[src/rtl/elastic_accum.sv]
`default_nettype none
// ============================================================================
// Module   : elastic_accum
// Brief    : Sums groups of up to N input beats (closed early by t_last) and
//            emits one registered sum beat per group with its beat count.
//            Valid/ready backpressure on both the input and output sides.
// Revision : 1.0 - initial release
// ============================================================================
module elastic_accum #(
  parameter  int DW = 32,
  parameter  int N  = 4,
  localparam int SW = DW + $clog2(N),
  localparam int CW = $clog2(N) + 1
) (
  input  logic          clk,
  input  logic          rstf,
  input  logic [DW-1:0] t_data,
  input  logic          t_valid,
  input  logic          t_last,
  output logic          t_ready,
  output logic [SW-1:0] i_data,
  output logic [CW-1:0] i_cnt,
  output logic          i_valid,
  input  logic          i_ready
);

  localparam logic [CW-1:0] C_LAST_IDX = CW'(N - 1);

  logic [SW-1:0] r_acc;
  logic [CW-1:0] r_cnt;

  logic          w_close_cand;
  logic          w_accept;
  logic          w_close;
  logic          w_xfer;
  logic [SW-1:0] w_sum;
  logic [CW-1:0] w_cnt_inc;

  // Ready and sum datapath: only a group-closing beat needs the output
  // register to be free, partial beats always fold into the accumulator.
  always_comb begin
    w_close_cand = (r_cnt == C_LAST_IDX) | t_last;
    t_ready      = rstf & (~w_close_cand | ~i_valid | i_ready);
    w_accept     = t_valid & t_ready;
    w_close      = w_accept & w_close_cand;
    w_xfer       = i_valid & i_ready;
    w_sum        = r_acc + SW'(t_data);
    w_cnt_inc    = r_cnt + CW'(1);
  end

  // Accumulator, beat counter and output register (i_valid is the
  // EMPTY/FULL state of the output slot).
  always_ff @(posedge clk or negedge rstf) begin
    if (!rstf) begin
      r_acc   <= '0;
      r_cnt   <= '0;
      i_data  <= '0;
      i_cnt   <= '0;
      i_valid <= 1'b0;
    end else begin
      if (w_close) begin
        i_data  <= w_sum;
        i_cnt   <= w_cnt_inc;
        i_valid <= 1'b1;
        r_acc   <= '0;
        r_cnt   <= '0;
      end else begin
        if (w_accept) begin
          r_acc <= w_sum;
          r_cnt <= w_cnt_inc;
        end
        // Data and count stay stale after a transfer; only valid drops.
        if (w_xfer) begin
          i_valid <= 1'b0;
        end
      end
    end
  end

endmodule
`default_nettype wire

[config.mk]
export PLATFORM = sky130hd
export DESIGN_NAME = elastic_accum
export DESIGN_NICKNAME = d
export VERILOG_FILES = /design/src/rtl/elastic_accum.sv
export SDC_FILE = /design/constraint.sdc
export NUM_CORES = 1
export LEC_CHECK = 0
export CORE_MARGIN = 3
export CORE_UTILIZATION = 45
export DETAILED_ROUTE_END_ITERATION = 7
export PLACE_DENSITY = 0.72
export SYNTH_ARGS = -nofsm -noshare
export SYNTH_HDL_FRONTEND = slang
export SYNTH_SLANG_ARGS = --single-unit
export TNS_END_PERCENT = 100
[constraint.sdc]
create_clock -name clk -period 4.1 [get_ports clk]
set_input_delay 0.41 -clock clk [delete_from_list [all_inputs] [get_ports clk]]
set_output_delay 0.41 -clock clk [all_outputs]
set_load 0.02 [all_outputs]
# == Word level (Yosys, flattened, before mapping) ==
# Cells that the tools add are included.
# totals
mem_bits_rw,0
in_bits,37
reg_bits,75
latchBits,0
n_memories,0
wordCells,25
mem_bits_ro,0
# classes
reduce_logical,2
eq_ne,1
div,0
n_lt_le_gt_ge,0
shifts,0
n_addsub,2
muxes,6
n_mul,0
bitwise,9
# op_table
cell,count
$mux W34,2
$add A34 B32 Y34,1
$mux W3,2
$and A1 B1 Y1,4
$reduce_bool A2 Y1,2
$add A3 B1 Y3 const B,1
$eq A3 B2 Y1 const B,1
$or A1 B1 Y1,3
$mux W1,2
$not A1 Y1,2

# == Depth between registers and ports, before layout ==
# Gate-level depths: netlist of run 1.
# logic_depth
depth_word,9
mapped_depth,10

# == Worst setup path before layout of run 1 ==
# No wires, ideal clock.
# synth_path
kind,input to register
startpoint,input port t_data[12]
endpoint,register r_acc[31]
path_slack_ns,1.541
path_stages,9
setup_ns,0.124
arrival_time_ns,2.435
n_path_buf,1
path_cell_list,ha_1 > buf_6 > a21o_1 > a31o_2 > a221oi_2 > a21oi_2 > o2111ai_2 > mux2_1 > a211o_1
# synth_via
elab_chain_cells,3
# synth_lines
item,line_no,source
"start, declared",17,"input logic [DW-1:0] t_data,"
$add A34 B32 Y34,47,w_sum = r_acc + SW'(t_data);
$mux W34,68,if (w_accept) begin
$mux W34,61,if (w_close) begin
"end signal, assigned",69,r_acc <= w_sum;
"end, declared",29,logic [SW-1:0] r_acc;
# Every way passes these cells. The select of a mux whose other input is x is not followed.
# A chain may end at the register's enable or synchronous reset.

# == Worst setup path in the final report of run 1 ==
# layout_path
startpoint,input port rstf
endpoint,register r_acc[33]
# layout_via
elab_chain_cells,4
elab_cells_between_ends,5
# layout_lines
item,line_no,source
"start, declared",16,"input logic rstf,"
$and A1 B1 Y1 *,43,t_ready = rstf & (~w_close_cand | ~i_valid | i_ready);
$and A1 B1 Y1 *,44,w_accept = t_valid & t_ready;
$and A1 B1 Y1,45,w_close = w_accept & w_close_cand;
$mux W34 or $reduce_bool A2 Y1 (tied branches),n/a,
# Every way passes the cells marked *; elsewhere a longest branch is shown, timed or not.

==> impl_metrics.env, run 1 <==
export IMPL_post_route_util=0.565
export IMPL_tightestPinTransition_ps=1110
export IMPL_p_leak_nw=2.66
export IMPL_path_class="primary input to flop"
export IMPL_numPortBuffers=75
export IMPL_seqPwrFrac=0.285
export IMPL_power_switching_mw=1.91
export IMPL_diodes=0
export IMPL_avgSynthCellArea_um2=9.40
export IMPL_synth_edff_count=0
export IMPL_switching_share=0.443
export IMPL_crit_reg2reg_launch="r_acc[10]"
export IMPL_yosysTopAreaCell="dfrtp_1"
export IMPL_cp_required_ps=4400
export IMPL_synth_top_area_frac=0.382
export IMPL_grt_pass1_wl_mm=22.4
export IMPL_rsz0062_at_grt="false"
export IMPL_core_area_um2=10500
export IMPL_dr_pass1_iters=5
export IMPL_grt_max_degree=76
export IMPL_totalWireLength_mm=13.0
export IMPL_fmax_mhz=351
export IMPL_grtUsageTotal=0.221
export IMPL_drv_slew=0
export IMPL_cts_max_path_buffers=2
export IMPL_drcViolationCount=0
export IMPL_post_route_period_util=0.695
export IMPL_cts_resized=0
export IMPL_crit_start="rstf"
export IMPL_num_nets_final=659
export IMPL_ios=76
export IMPL_ant_nets=0
export IMPL_die_area_um2=12200
export IMPL_ys_seq_elements=75
export IMPL_final_hold_viol_count=0
export IMPL_rows=37
export IMPL_drtIter0Drc=262
export IMPL_die_height_um=111
export IMPL_die_x_um=111
export IMPL_via_count=4311
export IMPL_cts_tree="yes"
export IMPL_p_int_mw=2.40
export IMPL_cts_setup_buffers=0
export IMPL_layout_drive_gt1_share=0.106
export IMPL_start_kind="primary input"
export IMPL_clk_latency_ps=380
export IMPL_routedWlPerCell_um=17.8
export IMPL_syn_area_um2=4920
export IMPL_grt_pass1_vias=4437
export IMPL_initial_core_util=0.470
export IMPL_p_per_area_nw_per_um2=729
export IMPL_globalplace_congestion=0.881
export IMPL_min_period_ps=2850
export IMPL_synthArstFlopShare=1.00
export IMPL_netlist_instances=523
export IMPL_cts_sinks=75
export IMPL_peakVddDrop_mv=0.311
export IMPL_cts_htree_levels=3
export IMPL_syn_nets=595
export IMPL_setup_tns_ps=0
export IMPL_timing_rr_end="i_data[29]"
export IMPL_grt_antenna_before_repair=0
export IMPL_p_comb_frac=0.572
export IMPL_dp_hpwl_mm=9.59
export IMPL_rrSetupSlack_ps=1370
export IMPL_routed_via_density=5.92
export IMPL_area_growth_pct=20.3
export IMPL_grt_overflow_total=0
export IMPL_critical_path_arrival_ps=3150
export IMPL_yosys_top_cells_area="dfrtp_1 (38%), ha_1 (8.7%), nand2_1 (6.3%)"
export IMPL_power_frac_clock=0.142
export IMPL_cts_inserted_buffers=9
export IMPL_fin_skew_ps=11.4
export IMPL_ys_seq_area_frac=0.382
export IMPL_root_buffer="clkbuf_8"
export IMPL_slew_limit_headroom=0.261
export IMPL_status="finished clean"
export IMPL_ys_types=68
export IMPL_yosysWarnings=0
export IMPL_hold_class="primary input to async pin"
export IMPL_path_max_fanout=75
export IMPL_clk_pin_slew_ps=90
export IMPL_r2r_cells=8
export IMPL_cts_hold_buffers=1
export IMPL_finalSetupViolCount=0
export IMPL_drv_cap=0
export IMPL_synthFlopType="dfrtp_1"
export IMPL_cp_end_kind="flop"
==> stage by stage <==
stage	worst slack (ps)	instance area (µm²)	power [mW]	std cells	hold slack, ps
3_3_place_gp	993	5700	3.63	711	209
2_1_floorplan	1540	4920	2.94	523	114
4_1_cts	1130	5920	4.32	728	377
6_report	1250	5920	4.31	728	375
3_5_place_dp	874	5700	3.69	711	208
5_1_grt	931	5920	4.64	728	370
==> cell type report <==
cell class,count,area [µm²]
clock buffer,9,124
clock inverter,7,82.6
fill,970,4550
inverter,9,33.8
multi-input combinational,412,2840
sequential,75,1880
tap,136,170
timing repair buffer,80,788
==> cells in the mapped netlist, types with 4 or more instances <==
cell type,number
clkbuf_1,12
a211oi_2,4
a21oi_2,4
o211ai_1,7
o21bai_1,5
buf_6,4
nand2_1,82
inv_1,9
a22o_1,25
or3_1,4
and3_1,4
a21o_1,12
ha_1,34
mux2_2,11
dfrtp_1,75
nand2b_1,5
nand3_1,12
buf_4,5
a211oi_1,4
xor2_1,9
xnor2_1,16
a21oi_1,34
o31ai_1,4
nor2_1,27
o21ai_0,31
nand4_1,11
or2_2,4
nor3_1,8
a211o_1,5
==> worst max-delay path, cell delays in order <==
cell and delay, ps:
dlygate4sd3_1 540, buf_4 140, buf_4 740, nand3_1 690, or3_1 540, o21ai_0 90
==> logic make-up after synthesis <==
family | share of synthesized area
DFF | 0.382
AOI/OAI and AO/OA | 0.245
xor gates and xnor gates | 0.0445
and+or+nand+nor | 0.164
buffers and inverters | 0.0422
muxes | 0.0326
adders and majority gates | 0.0906
==> placed cells by master, fill, tap and decap left out, types with 7 or more instances in the layout <==
cell type,count
o211ai_1,7
nor2_1,26
o21ai_0,31
nand3_1,12
clkdlybuf4s50_1,74
xnor2_1,16
ha_1,34
inv_1,9
a21oi_1,34
clkbuf_8,9
mux2_2,11
a21o_1,12
dfrtp_1,75
xor2_1,9
nand2_1,82
nand4_1,11
a22o_1,25
nor3_1,7
==> registers in the layout (all words and copies together), names as in the netlist <==
register and count:
r_cnt 3, i_data 34, i_cnt 3, i_valid 1
r_acc 34
==> per-layer routing <==
layer | track usage | wire (µm)
met2 | 0.350 | 5990
met4 | 0.0837 | 274
met5 | 0 | 0
met3 | 0.0318 | 648
met1 | 0.309 | 6040
==> power groups by stage <==
stage,logic [mW],registers [mW],clock network (mW)
floorplan,1.53,1.41,0
global placement,2.40,1.22,0
detailed placement,2.44,1.24,0
CTS,2.46,1.23,0.626
global route,2.70,1.28,0.661
finish,2.47,1.23,0.613
==> worst max path at each step <==
stage	end	depth (start not counted)
2_1_floorplan	r_acc[31]	9
3_3_place_gp	i_data[30]	11
3_5_place_dp	i_data[30]	11
4_1_cts	r_acc[33]	6
5_1_grt	r_acc[33]	6
6_report	r_acc[33]	6
No activity file was read; power rests on OpenSTA's default activity.
==> run 2, diff against run 1 <==
Clock period 4.1 ns to 2.7 ns, I/O delays scaled along.
==> run 2 against run 1 <==
Critical path depth is 2 higher. Die area unchanged. Core utilization grew 7.1 points. Via count rose by 8.4%. Wire length increased by 8.8%. Cell count up 11%. Register-to-register slack worse by 1300 ps. Sequential power grew 53%. Flip-flop and latch count did not move. Clock power up 50%. Count of clock-buffer cells in the layout stayed put. Critical endpoint is now r_acc[31]. Largest cell class unchanged. Highest routed layer unchanged.
==> impl_metrics.env, run 2 (synthesis gave the netlist of run 1 again) <==
export IMPL_rrSetupSlack_ps=90
export IMPL_drv_slew=0
export IMPL_start_kind="flop"
export IMPL_die_height_um=111
export IMPL_crit_reg2reg_launch="r_acc[8]"
export IMPL_ios=76
export IMPL_grt_pass1_vias=4690
export IMPL_core_area_um2=10500
export IMPL_diodes=0
export IMPL_drcViolationCount=0
export IMPL_tightestPinTransition_ps=593
export IMPL_slew_limit_headroom=0.600
export IMPL_via_count=4675
export IMPL_numPortBuffers=75
export IMPL_layout_common_cells="buf_4 (83), nand2_1 (82), dfrtp_1 (75)"
export IMPL_multiInputGateArea_um2=2980
export IMPL_placedCellCount=787
export IMPL_holdPathStages=2
export IMPL_post_route_util=0.636
export IMPL_stdcell_count=807
export IMPL_cts_sinks=75
export IMPL_die_area_um2=12200
export IMPL_clk_latency_ps=370
export IMPL_p_per_area_nw_per_um2=1090
export IMPL_hold_class="flop to flop"
export IMPL_initial_core_util=0.470
export IMPL_path_class="flop to flop"
export IMPL_fin_skew_ps=16.4
export IMPL_ant_nets=0
export IMPL_hold_path_endpoint="i_data[4]"
export IMPL_grt_antenna_before_repair=0
export IMPL_rows=37
export IMPL_cp_end_kind="flop"
export IMPL_final_hold_viol_count=0
export IMPL_die_x_um=111
export IMPL_path_max_fanout=7
export IMPL_cp_required_ps=2950
export IMPL_routed_via_density=5.79
export IMPL_area_growth_pct=35.3
export IMPL_drtIter0Drc=291
export IMPL_cts_inserted_buffers=9
export IMPL_cts_tree="yes"
export IMPL_status="finished clean"
export IMPL_totalWireLength_mm=14.1
export IMPL_finalSetupViolCount=0
export IMPL_min_from="i_data[4]"
export IMPL_fmax_mhz=383
export IMPL_r2r_cells=8
export IMPL_layout_commonest_cell="buf_4"
export IMPL_num_nets_final=738
export IMPL_dp_hpwl_mm=10.5
export IMPL_grt_pass1_wl_mm=23.5
export IMPL_cts_max_path_buffers=2
export IMPL_min_period_ps=2610
export IMPL_top_regs="i_data (34), r_acc (34)"
export IMPL_grt_overflow_total=0
export IMPL_seqCellArea_um2=1880
export IMPL_peakVddDrop_mv=0.528
export IMPL_routedWlPerCell_um=17.5
export IMPL_globalplace_congestion=0.920
export IMPL_dr_pass1_iters=5
export IMPL_drv_cap=0
export IMPL_clk_pin_slew_ps=90
export IMPL_timing_rr_end="r_acc[31]"
export IMPL_critical_path_arrival_ps=2860
export IMPL_grt_max_degree=40
export IMPL_num_fill_cells=913
export IMPL_post_route_period_util=0.967
export IMPL_layout_drive_gt1_share=0.234
export IMPL_p_leak_nw=3.06
export IMPL_root_buffer="clkbuf_8"
export IMPL_cts_htree_levels=3
export IMPL_grtUsageTotal=0.232
[run 2: cell count changes in the layout (fill, tap and decap cells not counted), sizes merged]
cell,delta
buf,+79
clkinv,+2
clkinvlp,-2
[run 2: power by group]
group	switching [mW]	internal, mW	leakage, nW	total, mW
logic	2.35	2.12	2.00	4.47
clock network	0.482	0.440	0.105	0.922
registers	0.296	1.59	0.954	1.88
[run 2: area by class of cell]
class	count	share of cell area
multi-input cells	412	0.447
flip-flops and latches	75	0.282
repair buffers	159	0.209
well taps	136	0.0256
clock buffers	9	0.0186
clock inverters	7	0.0118
inverters	9	0.00508
[run 2: worst max-delay path by stage]
| stage | start | end | slack, ps |
|---|---|---|---|
| floorplan | r_acc[12] | r_acc[31] | 200 |
| global placement | t_data[0] | i_data[30] | -240 |
| detailed placement | t_data[1] | r_acc[31] | -330 |
| CTS | r_acc[1] | r_acc[31] | 2 |
| global route | r_acc[0] | r_acc[30] | -20 |
| finish | r_acc[8] | r_acc[31] | 90 |
[run 2: routing by layer]
metal | GRT usage | wire, µm | vias up
li1 | - | - | 2219
met1 | 0.327 | 6630 | 2281
met2 | 0.361 | 6560 | 149
met3 | 0.0466 | 645 | 26
met4 | 0.0681 | 250 | 0
met5 | 0 | 0 | -
[run 2: through the flow]
stage               total power, mW  setup TNS, ps  hold slack [ps]  worst slack, ps  cell area [µm²]
detailed placement             6.17          -4050              384             -330             6280
floorplan                      4.47              0            -25.6              200             4920
CTS                            7.13              0              490             2.36             6490
global placement               6.07          -3260              375             -236             6280
global route                   7.80          -35.8              512            -22.6             6660
finish                         7.28              0              484             89.0             6660
[run 2: repair_timing]
action	4_1_cts	5_1_grt
endpoints found under the hold margin	36	0
setup buffers	0	3
setup endpoints to repair	0	21
resized for setup	0	24
hold buffers	1	0
[run 2: critical path: stages, from the launching register on]
cell and delay, ps:
dfrtp_1 410, ha_1 390, a21oi_2 250, o21ai_2 110, a221oi_4 350, a21oi_4 130, o2111ai_4 250, mux2_4 330
a211o_1 260
==> run 3, diff against run 2 <==
Settings changed: ABC_AREA set to 1, PLACE_DENSITY 0.72 to 0.71, TNS_END_PERCENT 100 to not set.
Clock period 2.7 ns to 2.8 ns, I/O delays scaled along.
==> run 3 against run 2 <==
Synthesized cell count is 43% higher. Worst hold slack worse by 190 ps. Critical path depth down 2. Via count grew 9.7%. Critical endpoint is now t_ready. Count of clock-buffer cells in the layout unchanged. Critical path type is now flop to output pin. First-iteration DRC count increased by 25%. Cell area decreased by 4.5%. Flip-flop and latch count unchanged.
==> impl_metrics.env, run 3 <==
export IMPL_status="finished clean"
export IMPL_grt_pass1_wl_mm=25.3
export IMPL_dp_hpwl_mm=12.0
export IMPL_synthArstFlopShare=1.00
export IMPL_grt_max_degree=74
export IMPL_ys_types=34
export IMPL_die_x_um=113
export IMPL_synth_edff_count=0
export IMPL_met1Wirelength_mm=7.94
export IMPL_drv_cap=0
export IMPL_totalWireLength_mm=15.6
export IMPL_layout_commonest_cell="nand2_1"
export IMPL_min_period_ps=2480
export IMPL_grt_antenna_before_repair=0
export IMPL_slew_limit_headroom=0.351
export IMPL_p_per_area_nw_per_um2=970
export IMPL_synthFlopType="dfrtp_1"
export IMPL_critical_path_arrival_ps=2200
export IMPL_grt_pass1_vias=4995
export IMPL_via_count=5130
export IMPL_grtUsageTotal=0.252
export IMPL_cp_common_cell="ha_1"
export IMPL_drv_slew=0
export IMPL_path_class="flop to output pin"
export IMPL_ant_nets=0
export IMPL_power_frac_clock=0.193
export IMPL_cp_slowest_cell="clkdlybuf4s50_1"
export IMPL_drtIter0Drc=364
export IMPL_path_max_fanout=4
export IMPL_root_buffer="clkbuf_16"
export IMPL_fin_skew_ps=7.60
export IMPL_area_growth_pct=23.6
export IMPL_fmax_mhz=404
export IMPL_numPortBuffers=75
export IMPL_syn_area_um2=5140
export IMPL_netlist_instances=748
export IMPL_avgSynthCellArea_um2=6.88
export IMPL_synth_most_common_cell="nand2_1"
export IMPL_synth_commonest_cells="nand2_1 (282), inv_1 (90), dfrtp_1 (75)"
export IMPL_max_stage_delay_ps=620
export IMPL_die_height_um=113
export IMPL_cp_end_kind="output pin"
export IMPL_cts_tree="yes"
export IMPL_rows=38
export IMPL_globalplace_congestion=0.900
export IMPL_p_leak_nw=3.37
export IMPL_rsz0062_at_grt="false"
export IMPL_clk_pin_slew_ps=60
export IMPL_start_kind="flop"
export IMPL_num_nets_final=900
export IMPL_drcViolationCount=0
export IMPL_top_layer_used="met4"
export IMPL_layout_common_cells="nand2_1 (282), inv_1 (90), dfrtp_1 (75)"
export IMPL_post_route_period_util=0.885
export IMPL_setup_tns_ps=0
export IMPL_synth_top_area_frac=0.365
export IMPL_post_route_util=0.579
export IMPL_diodes=0
export IMPL_routedWlPerCell_um=16.0
export IMPL_final_hold_viol_count=0
export IMPL_tightestPinTransition_ps=974
export IMPL_wl_met3_mm=1.03
export IMPL_ios=76
export IMPL_p_comb_frac=0.524
export IMPL_pre_cts_slack_ps=155
export IMPL_core_area_um2=11000
export IMPL_ys_seq_area_frac=0.365
export IMPL_clk_latency_ps=340
export IMPL_layout_setup_ws_ps=323
export IMPL_syn_nets=820
export IMPL_yosys_top_cells_area="dfrtp_1 (36%), nand2_1 (21%), ha_1 (8.3%)"
export IMPL_finalSetupViolCount=0
export IMPL_switching_share=0.443
export IMPL_dr_pass1_iters=5
export IMPL_peakVddDrop_mv=0.517
export IMPL_p_int_mw=3.44
export IMPL_cts_sinks=75
export IMPL_layout_drive_gt1_share=0.0480
export IMPL_cts_inserted_buffers=9
export IMPL_wl_met2_mm=6.35
export IMPL_cp_required_ps=2520
export IMPL_ys_seq_elements=75
export IMPL_hold_class="primary input to async pin"
export IMPL_crit_chain="ha_1, ha_1, nor2_4, inv_2, a21boi_4, clkdlybuf4s50_1"
export IMPL_routed_via_density=5.27
export IMPL_cts_htree_levels=3
export IMPL_whs_ps=289
export IMPL_cts_resized=0
export IMPL_power_switching_mw=2.73
export IMPL_die_area_um2=12800
export IMPL_initial_core_util=0.468
export IMPL_top_regs="i_data (34), r_acc (34)"
export IMPL_seqPwrFrac=0.283
export IMPL_finalPower_mw=6.17
export IMPL_grt_overflow_total=0
export IMPL_yosysTopAreaCell="dfrtp_1"
export IMPL_cts_max_path_buffers=2
export IMPL_yosysWarnings=0
[run 3: cells by family after synthesis]
| group | Yosys count | share of synthesized area |
|---|---|---|
| DFF | 75 | 0.365 |
| adders and majority gates | 35 | 0.0866 |
| xor gates and xnor gates | 11 | 0.0187 |
| AOI/OAI and AO/OA | 89 | 0.0941 |
| and+or+nand+nor | 431 | 0.352 |
| buffers and inverters | 107 | 0.0841 |
[run 3: worst paths after layout]
kind | start | to | slack [ps] | cells after the start
setup / recovery | r_cnt[0] | t_ready | 320 | 6
hold / removal | rstf | i_data[31] | 290 | 2
setup reg to reg | r_cnt[0] | r_acc[18] | 490 | 11
hold reg to reg | i_data[24] | i_data[24] | 480 | 2
max in group asynchronous | rstf | r_acc[18] | 1370 | 3
min in group clk | i_data[24] | i_data[24] | 480 | 2
[run 3: through the flow]
step / std cells / instance area, µm²
floorplan: 748 / 5140
global placement: 956 / 6050
detailed placement: 956 / 6050
CTS: 973 / 6360
global route: 973 / 6360
finish: 973 / 6360
[run 3: power by group through the flow]
stage | registers (mW) | logic (mW) | clock network [mW]
after floorplan | 2.00 | 1.78 | 0
after global placement | 1.74 | 3.16 | 0
after detailed placement | 1.75 | 3.19 | 0
after CTS | 1.74 | 3.21 | 1.21
after global routing | 1.79 | 3.60 | 1.25
final | 1.74 | 3.24 | 1.19
[run 3: layout make-up]
cell class,count,area (µm²)
fill,1036,4630
inverter,94,354
sequential,75,1880
multi-input combinational,566,2840
timing repair buffer,82,816
clock buffer,9,225
tap,140,175
clock inverter,7,75.1
[run 3: worst max-delay path: cells and delay by family (launching register included)]
| family | cells | cell delay, ps |
|---|---|---|
| flip-flops | 1 | 410 |
| AO/OA/AOI/OAI | 1 | 160 |
| adder cells (fa/ha/maj) | 2 | 420 |
| buffers and inverters | 2 | 700 |
| AND/OR/NAND/NOR | 1 | 160 |
[run 3: layer usage]
layer,vias up,global-route usage
met4,0,0.0849
met2,173,0.361
met5,-,0
met1,2388,0.387
met3,19,0.0380
li1,2550,-
[run 3: what timing repair did]
| action | CTS | global route |
|---|---|---|
| buffers inserted | 0 | 0 |
| endpoints found under the hold margin | 2 | 0 |
| hold buffers | 1 | 0 |
| endpoints found under the setup margin | 0 | 0 |
